==> config.mk <==
export PLATFORM = sky130hd
export DESIGN_NAME = mem_scan_dp
export DESIGN_NICKNAME = d
export VERILOG_FILES = /design/src/rtl/mem_scan_pkg.sv /design/src/rtl/dwell_timer.sv /design/src/rtl/mem_scan_dp.sv
export SDC_FILE = /design/constraint.sdc
export NUM_CORES = 1
export LEC_CHECK = 0
export CAP_MARGIN = 20
export CORE_MARGIN = 4
export CORE_UTILIZATION = 45
export CTS_CLUSTER_DIAMETER = 150
export DETAILED_ROUTE_END_ITERATION = 8
export PLACE_DENSITY_LB_ADDON = 0.08
export SLEW_MARGIN = 20
export SYNTH_ARGS = -nofsm -noshare
export SYNTH_HDL_FRONTEND = slang
export SYNTH_SLANG_ARGS = --single-unit
==> constraint.sdc <==
create_clock -name clk -period 3.3 [get_ports clk]
set_clock_uncertainty 0.15 [all_clocks]
set_input_delay 0.66 -clock clk [delete_from_list [all_inputs] [get_ports clk]]
set_output_delay 0.66 -clock clk [all_outputs]
set_load 0.05 [all_outputs]
==> src/rtl/mem_scan_pkg.sv <==
// Shared constants and the counter-width helper for the scanned dual-port memory.
// Imported by mem_scan_dp and dwell_timer.
package mem_scan_pkg;

    localparam int ADDR_W_DEF = 5;
    localparam int DATA_W_DEF = 3;
    localparam int DWELL_DEF  = 50_000_000;

    // Width of the dwell counter, never below one bit so DWELL=1 still synthesizes.
    function automatic int cnt_width(input int dwell);
        int w;
        w = $clog2(dwell);
        return (w < 1) ? 1 : w;
    endfunction

endpackage

==> src/rtl/dwell_timer.sv <==
// Free-running dwell counter: asserts tick for one cycle every DWELL enabled cycles.
// Count holds whenever en is low; synchronous active-high reset clears it.
module dwell_timer
    import mem_scan_pkg::*;
#(
    parameter int DWELL = DWELL_DEF
) (
    input  logic clk,
    input  logic reset,
    input  logic en,
    output logic tick
);

    localparam int          CW   = cnt_width(DWELL);
    localparam logic [31:0] LAST = 32'(DWELL - 1);

    logic [CW-1:0] cnt;
    logic          at_last;

    // Compare at 32 bits so the terminal value is never truncated to CW bits.
    assign at_last = (32'(cnt) == LAST);
    assign tick    = en & at_last;

    always_ff @(posedge clk) begin
        if (reset) begin
            cnt <= '0;
        end else if (en) begin
            if (at_last) cnt <= '0;
            else         cnt <= cnt + CW'(1);
        end
    end

endmodule

==> src/rtl/mem_scan_dp.sv <==
// Dual-port memory with registered read and an auto-incrementing scan read address.
// Define MEM_SCAN_WR_BYPASS_EN for write-first forwarding on same-address read/write.
module mem_scan_dp
    import mem_scan_pkg::*;
#(
    parameter int ADDR_W = ADDR_W_DEF,
    parameter int DATA_W = DATA_W_DEF,
    parameter int DWELL  = DWELL_DEF
) (
    input  logic              clk,
    input  logic              reset,
    input  logic              wr_en,
    input  logic [ADDR_W-1:0] wr_addr,
    input  logic [DATA_W-1:0] wr_data,
    input  logic              scan_mode,
    input  logic              scan_pause,
    input  logic [ADDR_W-1:0] man_addr,
    output logic [ADDR_W-1:0] rd_addr,
    output logic [DATA_W-1:0] rd_data,
    output logic              step
);

    localparam int DEPTH = 2 ** ADDR_W;

    logic [DATA_W-1:0] mem [DEPTH];
    logic [ADDR_W-1:0] scan_addr;
    logic [ADDR_W-1:0] sel_addr;
    logic              scan_en;
    logic              tick;

    assign scan_en  = scan_mode & ~scan_pause;
    assign sel_addr = scan_mode ? scan_addr : man_addr;

    dwell_timer #(.DWELL(DWELL)) u_timer (
        .clk   (clk),
        .reset (reset),
        .en    (scan_en),
        .tick  (tick)
    );

    // step is registered so it lines up with the cycle the new scan address is live.
    always_ff @(posedge clk) begin
        if (reset) begin
            scan_addr <= '0;
            step      <= 1'b0;
        end else begin
            step <= tick;
            if (tick) scan_addr <= scan_addr + ADDR_W'(1);
        end
    end

    // Storage sits outside the reset domain: writes land even while reset is high.
    always_ff @(posedge clk) begin
        if (wr_en) mem[wr_addr] <= wr_data;
    end

    always_ff @(posedge clk) begin
        if (reset) begin
            rd_addr <= '0;
            rd_data <= '0;
        end else begin
            rd_addr <= sel_addr;
`ifdef MEM_SCAN_WR_BYPASS_EN
            if (wr_en && (wr_addr == sel_addr)) rd_data <= wr_data;
            else                                rd_data <= mem[sel_addr];
`else
            rd_data <= mem[sel_addr];
`endif
        end
    end

endmodule

Word-level counts from Yosys, hierarchy flattened

Memories as Yosys holds them, arrays and structs flattened. A register that Yosys moved wholly into a read port is not among the register bits.
Index checks and enable logic that the tools add are counted.

Flip-flop bits (word level): 37
Input port bits: 18
RAM bits: 96
Memories: 1

Memories:

| name | words | bits a word | rd ports | clocked after memory_dff | write ports | line              | RTL |
|---|---|---|---|---|---|---|---|
| mem  | 32    | 3           | 1        | 1                        | 1           | mem_scan_dp.sv:25 | `logic [DATA_W-1:0] mem [DEPTH];` |

Bitwise logic cells: 3
Eq/ne operators: 1
Mux-type cells: 4
$add $sub $neg: 2

Operator list:

| cell                                                             | number |
|---|---|
| 26-bit by 1-bit adder with 26-bit output (second input constant) | 1 |
| 26-bit equality test (second input constant)                     | 1 |
| 26-bit 2-to-1 mux                                                | 1 |
| 5-bit by 1-bit adder with 5-bit output (second input constant)   | 1 |
| 5-bit 2-to-1 mux                                                 | 1 |
| 1-bit bitwise AND                                                | 2 |
| 1-bit 2-to-1 mux                                                 | 2 |
| 1-bit inverter                                                   | 1 |

Depth between registers and ports, before layout

Word-level depth: 3
Depth in mapped cells: 10
Depth with buffers taken out: 7

Cells and area by module

Synthesis repeated with hierarchy kept, for this count alone.

Cell total of the unflattened synthesis: 537
Area total of the unflattened synthesis: 6262.3 µm²

Modules (own cells, without submodules):

| module      | times used | cells an instance | area an instance (µm²) |
|---|---|---|---|
| mem_scan_dp | 1          | 379               | 4875.9 |
| dwell_timer | 1          | 158               | 1386.3 |

Least setup slack after synthesis

Ideal clock, no wire load.

Kind: in2reg
Start point: input scan_mode
End point: register rd_data[2] (read register of mem)
Cell stages on the path: 6
Path slack: 0.812 ns
Data arrival time: 2.214 ns
Buffers on the path: 1
Data required time: 3.026 ns
Path through: buf_6 -> mux2i_4 -> mux4_2 -> a32o_1 -> a211oi_1 -> nand3_1

Cells in the longest elaborated chain, start to end: 1

RTL lines:

| element          | line              | RTL |
|---|---|---|
| from (decl)      | mem_scan_dp.sv:15 | `input logic scan_mode,` |
| 5-bit 2-to-1 mux | mem_scan_dp.sv:32 | `assign sel_addr = scan_mode ? scan_addr : man_addr;` |
| to (decl)        | mem_scan_dp.sv:19 | `output logic [DATA_W-1:0] rd_data,` |

Every way passes these cells.
A chain may end at the register's enable or synchronous reset.

Worst setup path in the final report

Start point: input man_addr[0]
End point: register rd_data[1] (read register of mem)

Cells in the longest elaborated chain, start to end: 1

RTL lines:

| element          | line              | RTL |
|---|---|---|
| from (decl)      | mem_scan_dp.sv:17 | `input logic [ADDR_W-1:0] man_addr,` |
| 5-bit 2-to-1 mux | mem_scan_dp.sv:32 |  |

Every way passes these cells.

==> flow_summary.json <==
{
  "setup_ws_ns": 0.7188,
  "max_cap_violations": 0,
  "place_congestion": 0.8580,
  "io-pin-count": 27,
  "cp.arrival_ns": 2.79,
  "path_max_fanout": 21,
  "syn_inst": 538,
  "fin_nets": 594,
  "powerDensity_nw_per_um2": 542.6,
  "ys_types": 65,
  "seq_area_frac_synth": 0.5980,
  "cp_slowest_stage_delay_ns": 0.53,
  "track_usage": 0.1919,
  "syn_nets": 559,
  "path_class": "input pin to register",
  "hold_depth": 2,
  "clk_latency_ns": 0.42,
  "cts_resized": 0,
  "cts.sinks": 136,
  "worst_pin_slew_ns": 0.5581,
  "floorplan.initialDensity": 0.4615,
  "clk_pin_slew_ns": 0.06,
  "synth_edf_count": 96,
  "grt_max_degree": 39,
  "chipHeight_um": 125.0,
  "synth-warning-count": 0,
  "crit_path_end_kind": "register",
  "cts.path.max_buffers": 2,
  "area_delta_synth_final_pct": 17.25,
  "placement.io_buffers": 26,
  "layout_commonest_cell": "edfxtp_1",
  "cts_buffers": 17,
  "dr.pass1.iters": 5,
  "fin_total_pwr_mw": 3.918,
  "crit_chain": "clkdlybuf4s50_1 > buf_4 > mux2_2 > nand2_1 > and3_1 > a311oi_1 > o21ai_0 > nand4_1",
  "slew_headroom": 0.6274,
  "ctsHoldBuffers": 0,
  "syn-cell-area_um2": 6160,
  "crit_path_start_kind": "input pin",
  "avgSynthCellArea_um2": 11.45,
  "clock.fmax_mhz": 387.4,
  "grt_pass1_vias": 4303,
  "synthFlopType": "edfxtp_1",
  "crit_buf_inv": 2,
  "post_cts_buffers": 0,
  "ir_worst_vdd_uv": 508.8,
  "drtAntennaViolNets": 0,
  "cp_slowest_cell": "clkdlybuf4s50_1",
  "overflow": 0,
  "cts_tree": "done",
  "htreeDepth": 4,
  "wl_per_cell_um": 19.28,
  "finalMaxSlewViolations": 0,
  "rsz0062_at_grt": "false",
  "async_reset_ff_frac": 0,
  "final_core_utilization": 0.5411,
  "fin_crit_ns": 2.581,
  "r2r_slack_ns": 0.99,
  "hp-class": "register to register",
  "num_rows": 42,
  "root_buffer": "clkbuf_16",
  "final_layout_size_suffix_gt1_frac": 0.1160,
  "core_area_um2": 13350,
  "placed_cells": 730,
  "final_cell_mix": "edfxtp_1, nor2_1, dfxtp_1",
  "drc": 0,
  "r2r_start": "scan_addr[0]",
  "vias": 4384,
  "status": "completed",
  "crit_start": "man_addr[0]",
  "fin_cells": 762,
  "setup_viol": 0,
  "die-width_um": 125.0,
  "reg2reg_to": "rd_data[2]",
  "holdWs_ns": 0.3692,
  "synth.ff_latch_count": 136,
  "die_area_um2": 15620,
  "hp-start": "u_timer.cnt[9]",
  "viasPerCell": 5.753,
  "fillers": 1205,
  "period_share": 0.7822,
  "rr_worst_depth": 5,
  "place_ws_ns": 0.3489,
  "grt_pass1_wl_um": 23270,
  "worstPathRequired_ns": 3.51,
  "final.setup.tns_ns": 0,
  "design_area_um2": 7222,
  "holdPathEnd": "u_timer.cnt[9]",
  "dp_hpwl_um": 10180,
  "leakage_nw": 2.433,
  "hold_viol": 0,
  "wl_um": 14690,
  "antenna_found_initial": 0,
  "antenna_cells": 0,
  "critPathTopFamily": "buffers and inverters",
  "dpl_cell_area_um2": 6640,
  "drt_iter0_drc": 413
}
## power by group
group          leakage [nW]  switching [mW]  internal, mW  total [mW]
Clock                 0.287           0.697          1.11        1.81
Sequential             1.19          0.0119          1.85        1.86
Combinational         0.957           0.157        0.0907       0.248
Total                  2.43           0.866          3.05        3.92
## cells by family after synthesis
logic type | share of synthesized area
buffers and inverters | 0.02762
adders and majority gates | 0.006094
xor gates and xnor gates | 0.03697
muxes | 0.04895
AOI/OAI and AO/OA | 0.1060
DFF | 0.5980
and+or+nand+nor | 0.1763
## state kept, by name, summed over array words and instances, names as in the netlist
signal,cells
mem,96
u_timer.cnt,26
rd_addr,5
scan_addr,5
rd_data,3
step,1
## layout make-up
cell class / instances / area, µm² / share of cell area
sequential: 136 / 3684 / 0.5100
multi-input combinational: 368 / 2306 / 0.3193
clock buffer: 24 / 524.3 / 0.07259
timing repair buffer: 42 / 400.4 / 0.05544
tap: 176 / 220.2 / 0.03049
clock inverter: 8 / 57.56 / 0.007970
inverter: 8 / 30.03 / 0.004158
## worst max path at each step
stage                      end  slack, ns  cells past startpoint
finish              rd_data[1]       0.72                      8
global route        rd_data[0]       0.62                      8
CTS                 rd_data[1]       0.78                      8
detailed placement  rd_data[1]       0.35                      7
global placement    rd_data[1]       0.38                      8
floorplan           rd_data[2]       0.81                      6
## metal layers
layer,vias to the layer above,track usage,part of all wire
met5,-,0,0
met4,0,0.07462,0.025
met3,36,0.05757,0.055
met2,142,0.2914,0.46
met1,2136,0.2606,0.46
li1,2070,-,-
## synthesized netlist by cell type (3+ instances only)
cell type / number / area (µm²)
xor2_1: 18 / 157.7
o311ai_0: 3 / 26.28
nand3_1: 23 / 115.1
ha_1: 3 / 37.54
nor2b_1: 5 / 31.28
or3_1: 7 / 43.79
o21bai_1: 4 / 30.03
nand2b_1: 3 / 18.77
mux2i_1: 13 / 130.1
a211oi_1: 5 / 37.54
or3b_2: 5 / 43.79
o211ai_1: 7 / 52.55
o31ai_1: 4 / 30.03
o22ai_1: 6 / 37.54
buf_6: 3 / 33.78
buf_1: 3 / 11.26
inv_1: 8 / 30.03
and3_1: 8 / 50.05
a21oi_1: 14 / 70.07
nor2_1: 91 / 341.6
nand3b_1: 8 / 60.06
buf_2: 10 / 50.05
a31oi_1: 3 / 18.77
mux4_2: 5 / 112.6
nand4_1: 11 / 68.82
o21ai_0: 30 / 150.1
dfxtp_1: 40 / 800.8
clkbuf_1: 8 / 30.03
nand2_1: 37 / 138.9
edfxtp_1: 96 / 2883
xnor2_1: 8 / 70.07
nor3_1: 6 / 30.03
## tightest hold or removal path: stages (launching register included)
cell	delay (ns)
dfxtp_1	0.33
o21ai_0	0.08
a21oi_1	0.06
No activity file was read; power rests on OpenSTA's default activity.
